## src/rtl/stream_fetch_engine_if.sv

```systemverilog
// Handshake bundle for stream_fetch_engine: memory request/response channels
// and the valid/ready source stream toward matrix_core.
interface stream_fetch_engine_if #(
    parameter int ADDR_WIDTH = 16,
    parameter int DATA_WIDTH = 32
);
    logic                  m_req_vld;
    logic                  m_req_rdy;
    logic [ADDR_WIDTH-1:0] m_req_addr;
    logic                  m_rsp_vld;
    logic [DATA_WIDTH-1:0] m_rsp_data;
    logic                  src_vld;
    logic                  src_rdy;
    logic [DATA_WIDTH-1:0] src_data;
    logic                  src_last;

    modport master (
        output m_req_vld,
        output m_req_addr,
        input  m_req_rdy,
        input  m_rsp_vld,
        input  m_rsp_data,
        output src_vld,
        output src_data,
        output src_last,
        input  src_rdy
    );

    modport slave (
        input  m_req_vld,
        input  m_req_addr,
        output m_req_rdy,
        output m_rsp_vld,
        output m_rsp_data,
        input  src_vld,
        input  src_data,
        input  src_last,
        output src_rdy
    );
endinterface

```

## src/rtl/stream_fetch_engine.sv

```systemverilog
// Strided memory-to-core fetch engine: credit-limited read issue, response
// FIFO, and valid/ready stream output with last-word marking.
module stream_fetch_engine #(
    parameter int ADDR_WIDTH = 16,
    parameter int DATA_WIDTH = 32,
    parameter int LEN_WIDTH  = 16,
    parameter int FIFO_DEPTH = 8
) (
    input  logic                  clk,
    input  logic                  rst,
    input  logic                  start,
    input  logic [ADDR_WIDTH-1:0] cfg_base,
    input  logic [LEN_WIDTH-1:0]  cfg_len,
    input  logic [ADDR_WIDTH-1:0] cfg_stride,
    output logic                  busy,
    output logic                  done,
    output logic                  err,
    stream_fetch_engine_if.master bus
);

    localparam int PTR_W = $clog2(FIFO_DEPTH);
    localparam int CNT_W = PTR_W + 1;
    localparam logic [PTR_W-1:0]     PTR_ONE = PTR_W'(1);
    localparam logic [CNT_W-1:0]     CNT_ONE = CNT_W'(1);
    localparam logic [LEN_WIDTH-1:0] LEN_ONE = LEN_WIDTH'(1);

    typedef enum logic [1:0] {
        S_IDLE,
        S_ISSUE,
        S_DRAIN,
        S_DONE
    } state_t;

    state_t                state_q, state_d;
    logic [ADDR_WIDTH-1:0] addr_q, addr_d;
    logic [ADDR_WIDTH-1:0] stride_q, stride_d;
    logic [LEN_WIDTH-1:0]  len_q, len_d;
    logic [LEN_WIDTH-1:0]  req_cnt_q, req_cnt_d;
    logic [LEN_WIDTH-1:0]  rsp_cnt_q, rsp_cnt_d;
    logic [LEN_WIDTH-1:0]  pop_cnt_q, pop_cnt_d;
    logic [CNT_W-1:0]      outst_q, outst_d;
    logic [CNT_W-1:0]      fifo_cnt_q, fifo_cnt_d;
    logic [PTR_W-1:0]      wr_ptr_q, wr_ptr_d;
    logic [PTR_W-1:0]      rd_ptr_q, rd_ptr_d;
    logic                  err_q, err_d;
    logic [DATA_WIDTH-1:0] fifo_mem_q [FIFO_DEPTH];

    logic [CNT_W-1:0] credits;
    logic             req_vld;
    logic             req_hs;
    logic             rsp_push;
    logic             rsp_spurious;
    logic             fifo_vld;
    logic             src_pop;
    logic             src_last;

    // Every buffered word and every outstanding request holds a FIFO slot,
    // so a legitimate response can never find the FIFO full.
    assign credits      = CNT_W'(FIFO_DEPTH) - fifo_cnt_q - outst_q;
    assign req_vld      = (state_q == S_ISSUE) && (credits != '0);
    assign req_hs       = req_vld && bus.m_req_rdy;
    assign rsp_push     = bus.m_rsp_vld && (outst_q != '0);
    assign rsp_spurious = bus.m_rsp_vld && (outst_q == '0);
    assign fifo_vld     = (fifo_cnt_q != '0);
    assign src_pop      = fifo_vld && bus.src_rdy;
    assign src_last     = fifo_vld && (pop_cnt_q == len_q - LEN_ONE);

    always_comb begin
        state_d   = state_q;
        addr_d    = addr_q;
        stride_d  = stride_q;
        len_d     = len_q;
        req_cnt_d = req_cnt_q;
        rsp_cnt_d = rsp_cnt_q;
        pop_cnt_d = pop_cnt_q;
        err_d     = err_q | rsp_spurious;

        if (rsp_push) rsp_cnt_d = rsp_cnt_q - LEN_ONE;
        if (src_pop)  pop_cnt_d = pop_cnt_q + LEN_ONE;

        case (state_q)
            S_IDLE: begin
                if (start) begin
                    addr_d    = cfg_base;
                    stride_d  = cfg_stride;
                    len_d     = cfg_len;
                    req_cnt_d = cfg_len;
                    rsp_cnt_d = cfg_len;
                    pop_cnt_d = '0;
                    err_d     = rsp_spurious;
                    // Zero length passes through DRAIN so done lands two cycles after start.
                    state_d   = (cfg_len == '0) ? S_DRAIN : S_ISSUE;
                end
            end
            S_ISSUE: begin
                if (req_hs) begin
                    addr_d    = addr_q + stride_q;
                    req_cnt_d = req_cnt_q - LEN_ONE;
                    if (req_cnt_q == LEN_ONE) state_d = S_DRAIN;
                end
            end
            S_DRAIN: begin
                if (((rsp_cnt_q == '0) && (fifo_cnt_q == '0)) || (src_pop && src_last))
                    state_d = S_DONE;
            end
            S_DONE:  state_d = S_IDLE;
            default: state_d = S_IDLE;
        endcase
    end

    always_comb begin
        outst_d    = outst_q;
        fifo_cnt_d = fifo_cnt_q;
        wr_ptr_d   = wr_ptr_q;
        rd_ptr_d   = rd_ptr_q;

        if (req_hs && !rsp_push)      outst_d = outst_q + CNT_ONE;
        else if (!req_hs && rsp_push) outst_d = outst_q - CNT_ONE;

        if (rsp_push && !src_pop)      fifo_cnt_d = fifo_cnt_q + CNT_ONE;
        else if (!rsp_push && src_pop) fifo_cnt_d = fifo_cnt_q - CNT_ONE;

        if (rsp_push) wr_ptr_d = wr_ptr_q + PTR_ONE;
        if (src_pop)  rd_ptr_d = rd_ptr_q + PTR_ONE;
    end

    always_ff @(posedge clk) begin
        if (rst) begin
            state_q    <= S_IDLE;
            addr_q     <= '0;
            stride_q   <= '0;
            len_q      <= '0;
            req_cnt_q  <= '0;
            rsp_cnt_q  <= '0;
            pop_cnt_q  <= '0;
            outst_q    <= '0;
            fifo_cnt_q <= '0;
            wr_ptr_q   <= '0;
            rd_ptr_q   <= '0;
            err_q      <= 1'b0;
        end else begin
            state_q    <= state_d;
            addr_q     <= addr_d;
            stride_q   <= stride_d;
            len_q      <= len_d;
            req_cnt_q  <= req_cnt_d;
            rsp_cnt_q  <= rsp_cnt_d;
            pop_cnt_q  <= pop_cnt_d;
            outst_q    <= outst_d;
            fifo_cnt_q <= fifo_cnt_d;
            wr_ptr_q   <= wr_ptr_d;
            rd_ptr_q   <= rd_ptr_d;
            err_q      <= err_d;
        end
    end

    always_ff @(posedge clk) begin
        if (rsp_push) fifo_mem_q[wr_ptr_q] <= bus.m_rsp_data;
    end

    assign busy           = (state_q == S_ISSUE) || (state_q == S_DRAIN);
    assign done           = (state_q == S_DONE);
    assign err            = err_q;
    assign bus.m_req_vld  = req_vld;
    assign bus.m_req_addr = addr_q;
    assign bus.src_vld    = fifo_vld;
    // Storage is not reset, so gate the head word to keep the output clean when empty.
    assign bus.src_data   = fifo_vld ? fifo_mem_q[rd_ptr_q] : '0;
    assign bus.src_last   = src_last;

endmodule

```

## src/flat_wrapper.sv

```systemverilog
// flat-port wrapper written by rule: the top's interface ports become plain ports
module stream_fetch_engine_flat 
#(
    parameter int ADDR_WIDTH = 16,
    parameter int DATA_WIDTH = 32,
    parameter int LEN_WIDTH  = 16,
    parameter int FIFO_DEPTH = 8
)
  (clk, rst, start, cfg_base, cfg_len, cfg_stride, busy, done, err, bus_m_req_vld, bus_m_req_addr, bus_m_req_rdy, bus_m_rsp_vld, bus_m_rsp_data, bus_src_vld, bus_src_data, bus_src_last, bus_src_rdy);
  stream_fetch_engine_if #(.ADDR_WIDTH(ADDR_WIDTH), .DATA_WIDTH(DATA_WIDTH)) bus_i ();
  input  logic clk;
  input  logic rst;
  input  logic start;
  input  logic [ADDR_WIDTH-1:0] cfg_base;
  input  logic [LEN_WIDTH-1:0] cfg_len;
  input  logic [ADDR_WIDTH-1:0] cfg_stride;
  output logic busy;
  output logic done;
  output logic err;
  output wire logic [$bits(bus_i.m_req_vld)-1:0] bus_m_req_vld;
  output wire logic [$bits(bus_i.m_req_addr)-1:0] bus_m_req_addr;
  input wire logic [$bits(bus_i.m_req_rdy)-1:0] bus_m_req_rdy;
  input wire logic [$bits(bus_i.m_rsp_vld)-1:0] bus_m_rsp_vld;
  input wire logic [$bits(bus_i.m_rsp_data)-1:0] bus_m_rsp_data;
  output wire logic [$bits(bus_i.src_vld)-1:0] bus_src_vld;
  output wire logic [$bits(bus_i.src_data)-1:0] bus_src_data;
  output wire logic [$bits(bus_i.src_last)-1:0] bus_src_last;
  input wire logic [$bits(bus_i.src_rdy)-1:0] bus_src_rdy;
  assign bus_m_req_vld = bus_i.m_req_vld;
  assign bus_m_req_addr = bus_i.m_req_addr;
  assign bus_i.m_req_rdy = bus_m_req_rdy;
  assign bus_i.m_rsp_vld = bus_m_rsp_vld;
  assign bus_i.m_rsp_data = bus_m_rsp_data;
  assign bus_src_vld = bus_i.src_vld;
  assign bus_src_data = bus_i.src_data;
  assign bus_src_last = bus_i.src_last;
  assign bus_i.src_rdy = bus_src_rdy;
  stream_fetch_engine #(.ADDR_WIDTH(ADDR_WIDTH), .DATA_WIDTH(DATA_WIDTH), .LEN_WIDTH(LEN_WIDTH), .FIFO_DEPTH(FIFO_DEPTH)) u_core (.clk(clk), .rst(rst), .start(start), .cfg_base(cfg_base), .cfg_len(cfg_len), .cfg_stride(cfg_stride), .busy(busy), .done(done), .err(err), .bus(bus_i));
endmodule
```

## config.mk

```make
export PLATFORM = sky130hd
export DESIGN_NAME = stream_fetch_engine_flat
export DESIGN_NICKNAME = d
export VERILOG_FILES = /design/src/rtl/stream_fetch_engine_if.sv /design/src/rtl/stream_fetch_engine.sv /design/src/flat_wrapper.sv
export SDC_FILE = /design/constraint.sdc
export NUM_CORES = 1
export LEC_CHECK = 0
export ABC_AREA = 1
export CELL_PAD_IN_SITES_DETAIL_PLACEMENT = 0
export CELL_PAD_IN_SITES_GLOBAL_PLACEMENT = 2
export CORE_UTILIZATION = 34
export CTS_CLUSTER_SIZE = 40
export DETAILED_ROUTE_END_ITERATION = 8
export PLACE_DENSITY_LB_ADDON = 0.1
export SKIP_CTS_REPAIR_TIMING = 1
export SYNTH_ARGS = -nofsm -noshare
export SYNTH_HDL_FRONTEND = slang
export SYNTH_SLANG_ARGS = --single-unit
```

## constraint.sdc

```tcl
create_clock -name clk -period 2.9 [get_ports clk]
set_clock_uncertainty 0.05 [all_clocks]
set_input_delay 0.58 -clock clk [delete_from_list [all_inputs] [get_ports clk]]
set_output_delay 0.58 -clock clk [all_outputs]
set_load 0.005 [all_outputs]
```

# --- Word-level counts from Yosys, hierarchy flattened ---
# Memory sizes are Yosys's and may differ from the RTL's. A register that Yosys moved wholly into a read port is not among the register bits.
# Cells that the tools add are included.
classes:
  addsub: 13
  eq_ne: 9
  muxes: 29
  bitwise_logic: 1
  n_reduce_logical: 31
op_table:
  columns: ["cell", "n"]
  rows:
  - ["$mux W16", 10]
  - ["$pmux W16 S2", 2]
  - ["$sub A16 B1 Y16 const B", 3]
  - ["$logic_not A16 Y1", 2]
  - ["$mux W32", 1]
  - ["$add A16 B1 Y16 const B", 1]
  - ["$add A16 B16 Y16", 1]
  - ["$eq A16 B1 Y1 const B", 1]
  - ["$eq A16 B16 Y1", 1]
  - ["$mux W4", 4]
  - ["$logic_and A1 B1 Y1", 12]
  - ["$reduce_bool A4 Y1", 3]
  - ["$mux W2", 5]
  - ["$add A4 B1 Y4 const B", 2]
  - ["$logic_not A4 Y1", 2]
  - ["$pmux W2 S4", 1]
  - ["$sub A4 B1 Y4 const B", 2]
  - ["$add A3 B1 Y3 const B", 2]
  - ["$mux W3", 2]
  - ["$reduce_bool A2 Y1", 3]
  - ["$eq A2 B2 Y1 const B", 2]
  - ["$mux W1", 4]
  - ["$ne A2 B1 Y1 const B", 2]
  - ["$ne A2 B2 Y1 const B", 2]
  - ["other kinds (10)", 13]
totals:
  register_bits: 113
  ram_bits: 256
  in_bits: 86
  out_inout_bits: 54
  wordCells: 96
  mem_count: 1
mem_list:
  columns: ["memory", "depth", "width", "read_ports", "rd_ports_with_merged_regs", "wr", "line", "text"]
  rows:
  - ["u_core.fifo_mem_q", 8, 32, 1, 1, 1, "stream_fetch_engine.sv:46", "logic [DATA_WIDTH-1:0] fifo_mem_q [FIFO_DEPTH];"]

# --- Longest topological paths before layout ---
depth:
  ltp_word: 9
  mapped_depth: 22

# --- Worst setup path after synthesis ---
# Ideal clock, no wire load.
synth_path:
  path_kind: "reg2reg"
  startpoint: "reg u_core.fifo_cnt_q[0]"
  endpoint: "reg u_core.outst_q[3]"
  setup_ps: 119
  arrival_ps: 3062
  required_time_ps: 2731
  path_slack_ps: -331
  stages_incl_launch_ff: 23
  path_cell_list: "dfxtp_1 inv_1 ha_1 ha_1 fa_1 xnor2_1 nand2_1 nand3_1 nand2_1 inv_2 nand2_1 inv_1 ha_1 inv_1 ha_1 nand2_1 nor2_1 a211oi_1 nor2_1 nor2_1 nand2_1 o21ai_0 a21oi_1"
synth_between:
  elab_chain_cells: 8
  word_cells_on_any_way: 10
  cone_classes: "add/sub: 2; mux: 1; reduce/logical: 7"
synth_lines:
  columns: ["item", "line", "text"]
  rows:
  - ["start, declared", "stream_fetch_engine.sv:42", "logic [CNT_W-1:0] fifo_cnt_q, fifo_cnt_d;"]
  - ["start signal, assigned", "stream_fetch_engine.sv:150", "fifo_cnt_q <= fifo_cnt_d;"]
  - ["$sub A4 B4 Y4 (*) (2 in a row)", "stream_fetch_engine.sv:59", "assign credits = CNT_W'(FIFO_DEPTH) - fifo_cnt_q - outst_q;"]
  - ["$reduce_bool A4 Y1 (*)", "stream_fetch_engine.sv:60", "assign req_vld = (state_q == S_ISSUE) && (credits != '0);"]
  - ["$logic_and A1 B1 Y1 (*)", "stream_fetch_engine.sv:60", null]
  - ["net bus_m_req_vld", "flat_wrapper.sv:20", "output wire logic [$bits(bus_i.m_req_vld)-1:0] bus_m_req_vld;"]
  - ["$logic_and A1 B1 Y1 (*)", "stream_fetch_engine.sv:61", "assign req_hs = req_vld && bus.m_req_rdy;"]
  - ["$logic_not A1 Y1", "stream_fetch_engine.sv:118", "else if (!req_hs && rsp_push) outst_d = outst_q - CNT_ONE;"]
  - ["$logic_and A1 B1 Y1", "stream_fetch_engine.sv:118", null]
  - ["$reduce_bool A2 Y1 (no source line)", null, null]
  - ["end signal, assigned", "stream_fetch_engine.sv:149", "outst_q <= outst_d;"]
  - ["end, declared", "stream_fetch_engine.sv:41", "logic [CNT_W-1:0] outst_q, outst_d;"]
# The timed path passes the listed nets; every way through them passes the cells marked *.
# A chain may end at the register's enable or synchronous reset.

# --- Worst setup path after layout ---
layout_path:
  startpoint: "reg u_core.fifo_cnt_q[2]"
  endpoint: "out bus_src_data[18]"
layout_between:
  elab_chain_cells: 2
layout_lines:
  columns: ["item", "line", "text"]
  rows:
  - ["$reduce_bool A4 Y1", "stream_fetch_engine.sv:64", "assign fifo_vld = (fifo_cnt_q != '0);"]
  - ["$mux W32", "stream_fetch_engine.sv:168", "assign bus.src_data = fifo_vld ? fifo_mem_q[rd_ptr_q] : '0;"]
  - ["end, declared", "flat_wrapper.sv:26", "output wire logic [$bits(bus_i.src_data)-1:0] bus_src_data;"]
# No other way between the ends.

==> metrics.txt <==
critical path cell sequence inv_1, buf_4, nand3_2, buf_8, buf_12, o21ai_0, a31oi_1, clkdlybuf4s50_1; fraction of layout cells with a size suffix above 1 approximately an eighth; net switching power ~7.6 mW; First-pass DRT Iterations 5; worst hold path depth 2; vias per inst 4.91; Worst Setup Slack post-DPL -0.170 ns; gpl congestion 0.734; clk root buf clkbuf_16; WL met2 about 22 mm; PwrDens ~980 mW/mm^2; Clock Tree Buf Depth 3; hpwl dp 28.7 mm; CTS tree built; vias in the first global route between 10000 and 15000; combinational share of power between 40% and 50%; Worst EP arrival between 2 and 3 ns; DRC viols 0; delay-heaviest family, CP buffers and inverters; Synth cell types ~50; sequential-to-total area share from yosys stat between 50% and 60%; metal3 WL approximately 2 mm; Setup TNS -2.73 ns; Post-synth ARST share 0%; Fmax roughly 320 MHz; die span in y approximately 220 um; Final Max Tran Viols 0; Yosys reg bits between 300 and 400; Sinks on Clock Net about 370; max layer used met4; slack of the critical path -0.269 ns; WL met1 ~22 mm; startpoint types flop; R2R cell count 21; Worst-path clk slew ~0.060 ns; core area just under 0.05 sq mm; cells after synthesis 1727; P_int around 13 mW; Avg Cell Area, Syn 9.72 sq um; initial antenna violation count 1; share of the synthesized area in the top cell type between 40% and 50%; top cell type by total area after synthesis edfxtp_1; RSZ-0062 raised after global routing true; grt total ovfl 0; status complete, but fails checks; Worst Hold Slack 0.411 ns; Starting Density between 30% and 40%; Inserted Clock Buffers 44; Pleak between 8 and 9 nW; Final Power roughly 21 mW; CP required roughly 2.3 ns; largest net degree at the start of global routing 65; number of synthesized flops with an enable pin ~260; Tightest Pin Transition ~0.51 ns; Net Count, Synth between 1500 and 2000; Yosys Warn Count 0; Critical Path Sink Type primary output; port bufs 139; Clk pwr share between 20% and 30%; Final Cycle Share 109%; CP max stage delay 0.57 ns; Syn-to-layout area delta 28.0%; # IOs 140; die area 0.0503 sq mm; sequential share of power 33.0%; routed wire length roughly 47 mm; # setup viols final 15; Syn Std Cell Area approximately 0.017 sq mm; clk_lat worst skew 0.58 ns; failing checks setup timing; vias after detailed routing 12900; Die X-Extent about 220 um; CTS H-tree depth 2; worst-path fanout max 22; Core Rows 81; synth top area cells edfxtp_1, dfxtp_1, o21ai_0; Final Hold Fails 0; 1st-iter DRT viols 635; Tmin final between 3 and 4 ns; Max-Cap Viols 0; Final ANT Viol Nets 0; GR Util All Layers around 18%; crit path buf inv count 5; ys flop type edfxtp_1; sw frac a little over a third; slowest CP cell clkdlybuf4s50_1; wire per inst 18.0 um; first-pass GRT wire length 71.6 mm; Crit Path Class flop to primary output; Layout Nets approximately 2000; maximum vdd drop just under 0.5 mV; Hold WC Path Type flop to flop; relative slew slack about two thirds; critical path depth 8
## Yosys cell counts (11+ instances only)
cell type / number
nor2_1: 338
o21ai_0: 262
edfxtp_1: 256
nand2_1: 181
dfxtp_1: 116
inv_1: 100
a21oi_1: 70
nand3_1: 64
clkbuf_1: 62
a31oi_1: 42
ha_1: 36
xor2_1: 36
o22ai_1: 32
nand4_1: 17
xnor2_1: 14
nor3_1: 11
## flip-flops by register name (all words and copies together), names as in the netlist, named ones only
name	flops
u_core.wr_ptr_q	3
u_core.fifo_cnt_q	4
u_core.rd_ptr_q	3
u_core.outst_q	4
u_core.fifo_mem_q	256
u_core.req_cnt_q	16
u_core.stride_q	16
u_core.state_q	2
u_core.len_q	16
u_core.err	1
u_core.pop_cnt_q	16
u_core.rsp_cnt_q	16
u_core.bus.m_req_addr	16
## power groups by stage
stage	clock network, mW	registers, mW	logic, mW
finish	5.55	6.94	8.52
global route	5.93	7.03	9.61
floorplan	0	6.95	4.85
global placement	0	7.04	8.16
detailed placement	0	7.04	8.18
CTS	5.71	6.94	8.22
## final timing paths
path | startpoint | to | slack [ns]
worst max register to register | u_core.outst_q[1] | u_core.outst_q[3] | -0.14
worst max-delay path | u_core.fifo_cnt_q[2] | bus_src_data[18] | -0.27
worst min register to register | u_core.rd_ptr_q[2] | flop | 0.41
worst min-delay path | u_core.rd_ptr_q[2] | flop | 0.41
## cell type report
class	count	area, sq um
Clock buffer	63	1230
Tap cell	664	831
Inverter	106	408
Multi-Input combinational cell	1167	6190
Sequential cell	372	10000
Timing Repair Buffer	229	2570
Fill cell	4791	27400
Antenna cell	1	2.50
Clock inverter	19	229
## cells in the final DEF, fill, tap and decap left out, types with 36 or more instances in the layout
master / count
nor2_1: 328
o21ai_0: 256
edfxtp_1: 256
nand2_1: 179
clkdlybuf4s50_1: 117
dfxtp_1: 108
inv_1: 94
a21oi_1: 70
nand3_1: 62
clkbuf_16: 53
buf_4: 53
a31oi_1: 41
xor2_1: 36
## worst min-delay path, cell delays in order, from the launching register on
cell	delay, ns
dfxtp_1	0.31
inv_1	0.05
a21oi_1	0.06
## through the flow
| stage | std cells | utilization (%) | instance area (sq um) |
|---|---|---|---|
| 6_report | 2621 | 44.0 | 21500 |
| 5_1_grt | 2620 | 44.0 | 21500 |
| 2_1_floorplan | 1727 | - | 16800 |
| 4_1_cts | 2605 | 43.1 | 21100 |
| 3_3_place_gp | 2523 | 40.1 | 19600 |
| 3_5_place_dp | 2523 | 40.1 | 19600 |
## kinds of logic (layout without fill, tap and decap cells)
kind of cell	after synthesis	count (layout)	synth area share (%)
flip-flops	372	372	59.6
AND/OR/NAND/NOR	641	641	16.0
buffers and inverters	188	417	4.46
adder cells (fa/ha/maj)	40	40	3.16
AO/OA/AOI/OAI	436	436	14.1
XOR/XNOR	50	50	2.61
other	0	1	0
## routing by layer
metal | up-vias | track usage, %
met2 | 213 | 30.2
li1 | 6414 | -
met5 | - | 0
met3 | 46 | 3.31
met4 | 0 | 3.75
met1 | 6197 | 25.2
No activity file was read; power rests on OpenSTA's default activity.
